==> config.mk <==
export PLATFORM = sky130hd
export DESIGN_NAME = mux_gate_bist
export DESIGN_NICKNAME = d
export VERILOG_FILES = /design/src/rtl/mux_gate_pkg.sv /design/src/rtl/mux_gate_bist_gate_ref_model.sv /design/src/rtl/mux_gate_bist.sv
export SDC_FILE = /design/constraint.sdc
export NUM_CORES = 1
export LEC_CHECK = 0
export ABC_AREA = 1
export CAP_MARGIN = 20
export CORE_MARGIN = 1.5
export CORE_UTILIZATION = 45
export CTS_CLUSTER_DIAMETER = 200
export DETAILED_ROUTE_END_ITERATION = 7
export PLACE_DENSITY = 0.78
export RECOVER_POWER = 50
export SLEW_MARGIN = 10
export SYNTH_ARGS = -nofsm -noshare
export SYNTH_HDL_FRONTEND = slang
export SYNTH_SLANG_ARGS = --single-unit
==> constraint.sdc <==
create_clock -name clk -period 2.9 [get_ports clk]
set_clock_uncertainty 0.05 [all_clocks]
set_input_delay 0.435 -clock clk [delete_from_list [all_inputs] [get_ports clk]]
set_output_delay 0.435 -clock clk [all_outputs]
set_load 0.01 [all_outputs]
==> src/rtl/mux_gate_pkg.sv <==
// Shared types and constants for the 2x1-mux gate-array BIST sequencer.
package mux_gate_pkg;

    localparam int unsigned NUM_GATES = 7;
    localparam int unsigned SETTLE_W  = 4;

    localparam int unsigned GATE_NOT  = 0;
    localparam int unsigned GATE_AND  = 1;
    localparam int unsigned GATE_OR   = 2;
    localparam int unsigned GATE_NAND = 3;
    localparam int unsigned GATE_NOR  = 4;
    localparam int unsigned GATE_XOR  = 5;
    localparam int unsigned GATE_XNOR = 6;

    typedef enum logic [2:0] {
        StIdle,
        StDrive,
        StSettle,
        StCheck,
        StDone
    } state_e;

endpackage

==> src/rtl/mux_gate_bist_gate_ref_model.sv <==
// Golden truth table for the gate array, written as plain boolean operators so the
// check does not share structure with the mux-based implementation under test.
module gate_ref_model
    import mux_gate_pkg::*;
(
    input  logic                 a,
    input  logic                 b,
    output logic [NUM_GATES-1:0] expected
);

    always_comb begin
        expected            = '0;
        expected[GATE_NOT]  = ~a;
        expected[GATE_AND]  = a & b;
        expected[GATE_OR]   = a | b;
        expected[GATE_NAND] = ~(a & b);
        expected[GATE_NOR]  = ~(a | b);
        expected[GATE_XOR]  = a ^ b;
        expected[GATE_XNOR] = ~(a ^ b);
    end

endmodule

==> src/rtl/mux_gate_bist.sv <==
// BIST sequencer: walks {a,b} through 00..11, waits for the array to settle, and
// accumulates per-gate mismatches against the golden model.
module mux_gate_bist
    import mux_gate_pkg::*;
#(
    parameter int unsigned SETTLE_CYCLES = 2
) (
    input  logic                 clk,
    input  logic                 rst,
    input  logic                 start,
    output logic                 a_out,
    output logic                 b_out,
    input  logic [NUM_GATES-1:0] y_in,
    output logic                 busy,
    output logic                 done,
    output logic                 pass,
    output logic [NUM_GATES-1:0] fail_mask,
    output logic [1:0]           first_fail_vec
);

    localparam logic [SETTLE_W-1:0] SETTLE_INIT = SETTLE_W'(SETTLE_CYCLES);
    localparam logic [SETTLE_W-1:0] CNT_ONE     = SETTLE_W'(1);

    state_e                state_q, state_d;
    logic [1:0]            combo_q, combo_d;
    logic [SETTLE_W-1:0]   cnt_q, cnt_d;
    logic [NUM_GATES-1:0]  fail_mask_q, fail_mask_d;
    logic [1:0]            first_q, first_d;
    logic                  pass_q, pass_d;
    logic [NUM_GATES-1:0]  expected;
    logic [NUM_GATES-1:0]  mismatch;

    gate_ref_model u_ref (
        .a        (combo_q[1]),
        .b        (combo_q[0]),
        .expected (expected)
    );

    assign mismatch = y_in ^ expected;

    always_comb begin
        state_d     = state_q;
        combo_d     = combo_q;
        cnt_d       = cnt_q;
        fail_mask_d = fail_mask_q;
        first_d     = first_q;
        pass_d      = pass_q;
        unique case (state_q)
            StIdle: begin
                if (start) begin
                    fail_mask_d = '0;
                    first_d     = '0;
                    pass_d      = 1'b0;
                    combo_d     = '0;
                    state_d     = StDrive;
                end
            end
            StDrive: begin
                cnt_d   = SETTLE_INIT;
                state_d = (SETTLE_CYCLES == 0) ? StCheck : StSettle;
            end
            StSettle: begin
                cnt_d = cnt_q - CNT_ONE;
                if (cnt_q <= CNT_ONE) begin
                    state_d = StCheck;
                end
            end
            StCheck: begin
                fail_mask_d = fail_mask_q | mismatch;
                if ((mismatch != '0) && (fail_mask_q == '0)) begin
                    first_d = combo_q;
                end
                if (combo_q == 2'd3) begin
                    // Result is published with the done pulse, so fold in this last check.
                    pass_d  = (fail_mask_d == '0);
                    state_d = StDone;
                end else begin
                    combo_d = combo_q + 2'd1;
                    state_d = StDrive;
                end
            end
            StDone: begin
                state_d = StIdle;
            end
            default: begin
                state_d = StIdle;
            end
        endcase
    end

    always_ff @(posedge clk) begin
        if (rst) begin
            state_q     <= StIdle;
            combo_q     <= '0;
            cnt_q       <= '0;
            fail_mask_q <= '0;
            first_q     <= '0;
            pass_q      <= 1'b0;
        end else begin
            state_q     <= state_d;
            combo_q     <= combo_d;
            cnt_q       <= cnt_d;
            fail_mask_q <= fail_mask_d;
            first_q     <= first_d;
            pass_q      <= pass_d;
        end
    end

    assign a_out          = combo_q[1];
    assign b_out          = combo_q[0];
    assign busy           = (state_q == StDrive) || (state_q == StSettle) || (state_q == StCheck);
    assign done           = (state_q == StDone);
    assign pass           = pass_q;
    assign fail_mask      = fail_mask_q;
    assign first_fail_vec = first_q;

endmodule
==> results.md, run 1 <==
* Unrepaired setup endpoints after global routing: false
* Total track usage at 0.1936
* Num CTS Buffers at 3
* Yosys warns at 0
* Number of setup violations in the final report at 0
* Yosys reg bits at 19
* Final HPWL DP at roughly 1900 um
* Clk root buf: clkbuf_4
* Multiplexer share of the synthesized area at 0
* Reg2reg end: first_fail_vec[0]$_SDFFE_PP0P_
* Die footprint at roughly 0.0026 mm^2
* DR vias/cell at 4.986
* Xor and xnor area share after synthesis at 0.01667
* Mapped Area at 0.001051 mm^2
* CTS Hold Bufs at 0
* # port buffers at 23
* First-pass GRT wire length at between 3000 and 4000 um
* Wirelength per Cell at between 10 and 15 um
* Clk_lat worst skew at about 0.30 ns
* Nets at between 200 and 250
* Post-Synthesis Mean Instance Area at roughly 6.4 um^2
* # fillers at roughly 230
* Chip width at slightly above 50 um
* Synth Area in Simple Gates at 0.3655
* Largest family of logic cells by synthesized area: simple AND/OR/NAND/NOR gates
* Die height at around 50 um
* P per Cell Area at just under 600 mW/mm^2
* Vias in the first global route at about 950
* Initial antenna violation count at 0
* Antenna diode count at 0
* Setup Buffers After CTS at 0
* Top_reg_cell synth: dfxtp_1
* Worst setup SP type: register
* Util after Layout at 0.6029
* CP required at ~2.4 ns
* Synth Instances at 165
* Final Max Tran Viols at 0
* Clock slew at reported path FFs at approximately 0.11 ns
* Status: finished clean
* Grt ovf at 0
* Crit path kind: reg2out
* Worst R2R Setup Slack at ~1.1 ns
* CP most frequent cell: nand2_1
* Netlist cell types at 25
* Fin cells at roughly 220
* Worst r2r src: combo_q[1]$_SDFFE_PP0P_
* Max stage delay on crit path at approximately 0.53 ns
* IO Pins at 24
* Synthesis-to-finish area growth at 26.90%
* Max-Cap Viols at 0
* Yosys top cell area share at 0.3619
* Crit path launch: state_q[2]$_SDFFE_PP0P_
* Detailed Route Iter0 Violations at 24
* Sink Count at 19
* Max VDD drop at around 0.00044 V
* Asr flop ratio synth at 0
* Initial Util at 0.4751
* Tcrit/Tclk final at 0.7482
* Synth Area in Compound Gates at 0.09762
* Post-Place Cells at around 210
* H-tree Lvls at 1
* Slew margin rel. at 0.5875
* Buf/Inv on CP at 3
* EDFF count, synth at 0
* Max Fclk at ~460 MHz
* CP arrival at 1.68 ns
* Crit path max fanout at 5
* Synthesized Nets at ~180
* Min Tclk post-route at between 2 and 2.5 ns
* Setup TNS at 0 ns
* Worst min path class: reg2reg
* Reg2reg path depth at 14
* Critical Path, Cell by Cell: inv_2 -> nand3_1 -> nand2_1 -> inv_1 -> nand2_1 -> clkdlybuf4s50_1
* Worst setup EP type: output port
* Vias post-DR at 1087
* Remaining DRCs at 0
* Final GP Congestion at 0.8067
* CP max stage cell: clkdlybuf4s50_1
* Register area share after synthesis at 0.3619
* CP endpoint: busy
* Fraction of layout cells with a size suffix above 1 at 0.07368
* Post-synthesis adder-cell area fraction at 0.04762
* Final hold vios at 0
* Resized cells post-CTS at 0
* Longest Clk Path Bufs at 2
* Critical Path Stages at 6
* Worst Max-Slew Pin Slew at about 0.62 ns
* Synth area leaders: dfxtp_1, nand2_1, inv_1, nor2_1, a21oi_1
* Largest net degree at the start of global routing at 17
* Cell family with most CP delay: buffers and inverters
* TritonCTS clock tree: done
* Antenna Violating Nets Remaining at 0
* Drt first pass iters at 4
* Final WL at 2411 um
* Leading area contributor after synthesis: dfxtp_1
* Cell Rows at 17
* Core ar. at around 0.0022 mm^2
* P_leak at ~0.6 nW
-- registers in the layout, summed over array words and instances, names as in the netlist --
register,flops
pass,1
state_q,3
cnt_q,4
combo_q,2
fail_mask,7
first_fail_vec,2
-- layout by cell type, fill, tap and decap left out, types with 3 or more instances in the layout --
| cell type | n |
|---|---|
| nand2_1 | 56 |
| inv_1 | 24 |
| clkdlybuf4s50_1 | 22 |
| dfxtp_1 | 19 |
| nor2_1 | 17 |
| a21oi_1 | 11 |
| nor3_1 | 6 |
| inv_2 | 4 |
| nand3_1 | 4 |
| ha_1 | 4 |
| clkbuf_4 | 3 |
-- logic make-up (layout without fill, tap and decap cells) --
family | after synthesis | after routing
flip-flops | 19 | 19
adder cells (fa/ha/maj) | 4 | 4
AO/OA/AOI/OAI | 18 | 18
XOR/XNOR | 2 | 2
buffers and inverters | 31 | 56
AND/OR/NAND/NOR | 91 | 91
-- power by group --
part	total (mW)	leakage [nW]	switching, mW	internal [mW]
Sequential	0.333	0.155	0.0336	0.300
Clock	0.137	0.0177	0.0851	0.0515
Combinational	0.317	0.444	0.179	0.137
-- final cells by class --
class	count	area, um^2	share of cell area
tap	28	35.03	0.02627
sequential	19	380.4	0.2852
timing repair buffer	23	230.2	0.1726
inverter	29	108.9	0.08161
clock buffer	3	22.52	0.01689
clock inverter	1	5.005	0.003752
multi-input combinational	115	551.8	0.4137
-- worst register-to-register path, delay by kind of cell (launching register included) --
family / cells / cell delay (ns)
DFF: 1 / 0.41
buffers and inverters: 2 / 0.18
adders and majority gates: 1 / 0.36
and+or+nand+nor: 11 / 0.69
-- per-layer routing --
metal,GRT usage,vias to the layer above,share of wire
li1,-,562,-
met1,0.2315,485,0.44
met2,0.3506,34,0.49
met3,0.03216,6,0.048
met4,0.06140,0,0.015
met5,0,-,0
-- cells in the mapped netlist, types with 2 or more instances --
cell / number
nand3_1: 4
o21ai_1: 2
dfxtp_1: 19
nor2_1: 17
nand2_1: 55
inv_1: 23
a21oi_1: 11
inv_2: 6
ha_1: 4
nand2_2: 3
clkbuf_1: 2
nor3_1: 6
-- worst min path at each step --
stage          slack (ns)  cells past startpoint                      start                        end
2_1_floorplan        0.41                      1      cnt_q[0]$_SDFFE_PP0P_      cnt_q[0]$_SDFFE_PP0P_
3_3_place_gp         0.42                      2  fail_mask[3]$_SDFFE_PP0P_  fail_mask[3]$_SDFFE_PP0P_
3_5_place_dp         0.42                      2  fail_mask[4]$_SDFFE_PP0P_  fail_mask[4]$_SDFFE_PP0P_
4_1_cts              0.44                      2  fail_mask[4]$_SDFFE_PP0P_  fail_mask[4]$_SDFFE_PP0P_
5_1_grt              0.46                      2  fail_mask[5]$_SDFFE_PP0P_  fail_mask[5]$_SDFFE_PP0P_
6_report             0.44                      2  fail_mask[4]$_SDFFE_PP0P_  fail_mask[4]$_SDFFE_PP0P_
-- through the flow --
step                power [mW]  cell area (um^2)  setup slack, ns  hold slack [ns]
CTS                     0.7889              1336           0.7386           0.4385
floorplan               0.5479              1051            1.298           0.4094
detailed placement      0.6554              1309            1.074           0.4232
global placement        0.6410              1309            1.103           0.4195
global route            0.8438              1334           0.6197           0.4622
finish                  0.7863              1334           0.7302           0.4369
Power figures use the tool's default switching activity.
==> run 2, diff against run 1 <==
==> constraint.sdc (replaced) <==
create_clock -name clk -period 2.19 [get_ports clk]
set_clock_uncertainty 0.05 [all_clocks]
set_input_delay 0.3285 -clock clk [delete_from_list [all_inputs] [get_ports clk]]
set_output_delay 0.3285 -clock clk [all_outputs]
set_load 0.01 [all_outputs]
==> results.md, run 2 (same netlist as run 1, synthesis figures left out) <==
* Clk_lat worst skew at 0.29 ns
* Status: finished clean
* Nets at around 210
* P per Cell Area at around 780 mW/mm^2
* Reg2reg path depth at 14
* Slew margin rel. at 0.7811
* Worst Max-Slew Pin Slew at about 0.33 ns
* Synthesis-to-finish area growth at 27.26%
* Commonest non-fill, non-tap cell in the layout: nand2_1
* Clk root buf: clkbuf_4
* Die height at slightly above 50 um
* Final GP Congestion at between 0.8 and 0.9
* Unrepaired setup endpoints after global routing: false
* Antenna Violating Nets Remaining at 0
* TritonCTS clock tree: done
* Flip-flop count of the largest register after layout at 7
* Worst setup SP type: register
* Post-placement setup slack at roughly 0.47 ns
* Max VDD drop at 0.0004603 V
* Total track usage at 0.1803
* Crit path max fanout at 7
* Num CTS Buffers at 3
* Drt first pass iters at 4
* Number of setup violations in the final report at 0
* Resized cells post-CTS at 0
* Remaining DRCs at 0
* Crit path launch: state_q[2]$_SDFFE_PP0P_
* Max-Cap Viols at 0
* Worst hold path depth at 2
* P_leak at roughly 0.62 nW
* CTS Hold Bufs at 0
* Setup WS post-layout at 0.1192 ns
* Vias in the first global route at between 900 and 1000
* Chip width at between 50 and 60 um
* Largest net degree at the start of global routing at 11
* Final hold vios at 0
* DR vias/cell at 4.913
* Initial antenna violation count at 0
* H-tree Lvls at 1
* Crit path kind: reg2out
* Initial Util at 0.4751
* Worst r2r src: combo_q[1]$_SDFFE_PP0P_
* Tcrit/Tclk final at 0.9456
* Clock slew at reported path FFs at around 0.11 ns
* Final Max Tran Viols at 0
* # fillers at around 220
* CP endpoint: busy
* # port buffers at 23
* Most frequent cells in the layout: nand2_1, inv_1, clkdlybuf4s50_1
* IO Pins at 24
* Worst R2R Setup Slack at around 0.46 ns
* Worst setup EP type: output port
* Fraction of layout cells with a size suffix above 1 at 0.07330
* Reg2reg end: first_fail_vec[1]$_SDFFE_PP0P_
* Wirelength per Cell at about 11 um
* CP arrival at 1.69 ns
* Multi-input gate area at ~550 um^2
* Setup Buffers After CTS at 0
* Detailed Route Iter0 Violations at 24
* Cell Rows at 17
* Core ar. at about 0.0022 mm^2
* Sink Count at 19
* Setup TNS at 0 ns
* Grt ovf at 0
* Antenna diode count at 0
* Longest Clk Path Bufs at 2
* Worst min path class: reg2reg
* Reg area at 380.4 um^2
* Final WL at between 2000 and 2500 um
* CP required at between 1.5 and 2 ns
* First-pass GRT wire length at about 3700 um
* Final HPWL DP at ~1800 um
* Vias post-DR at approximately 1100
* Max Fclk at between 400 and 500 MHz
* Min Tclk post-route at just over 2 ns
* Die footprint at 0.002634 mm^2
-- run 2: metrics by stage --
| step | cell area [um^2] | power, mW | std cells | hold slack, ns | util |
|---|---|---|---|---|---|
| after global routing | 1338 | 1.109 | 219 | 0.4632 | 0.6046 |
| after detailed placement | 1316 | 0.8700 | 215 | 0.4232 | 0.5950 |
| after global placement | 1316 | 0.8501 | 215 | 0.4184 | 0.5950 |
| after CTS | 1343 | 1.045 | 219 | 0.4379 | 0.6069 |
| final | 1338 | 1.037 | 219 | 0.4370 | 0.6046 |
| after floorplan | 1051 | 0.7255 | 165 | 0.4094 | - |
-- run 2: report_power, final --
part	switching, mW	internal (mW)	total (mW)
sequential	0.0404	0.397	0.437
clock	0.106	0.0708	0.176
combinational	0.239	0.185	0.424
-- run 2: layout make-up --
cell class              count  area share
multi-input cells         115      0.4107
flip-flops and latches     19      0.2844
repair buffers             24      0.1777
inverters                  29     0.08138
well taps                  28     0.02619
clock buffers               4     0.01964
-- run 2: worst max-delay path: stages, from the launching register on --
cell             delay, ns
dfxtp_1               0.37
inv_2                 0.09
nand3_1               0.25
nand2_1               0.16
clkdlybuf4s50_1       0.54
-- run 2: worst min-delay path by stage --
| stage | from | slack (ns) | end |
|---|---|---|---|
| 2_1_floorplan | cnt_q[0]$_SDFFE_PP0P_ | 0.41 | cnt_q[0]$_SDFFE_PP0P_ |
| 6_report | fail_mask[3]$_SDFFE_PP0P_ | 0.44 | fail_mask[3]$_SDFFE_PP0P_ |
| 3_3_place_gp | fail_mask[3]$_SDFFE_PP0P_ | 0.42 | fail_mask[3]$_SDFFE_PP0P_ |
| 4_1_cts | fail_mask[4]$_SDFFE_PP0P_ | 0.44 | fail_mask[4]$_SDFFE_PP0P_ |
| 5_1_grt | fail_mask[3]$_SDFFE_PP0P_ | 0.46 | fail_mask[3]$_SDFFE_PP0P_ |
| 3_5_place_dp | fail_mask[4]$_SDFFE_PP0P_ | 0.42 | fail_mask[4]$_SDFFE_PP0P_ |
-- run 2: metal layers --
metal,global-route usage,wire length [um],up-vias
met5,0,0,-
met4,0.02632,10,0
met3,0.02924,83,2
met2,0.3247,1211,27
met1,0.2305,1054,485
li1,-,-,562
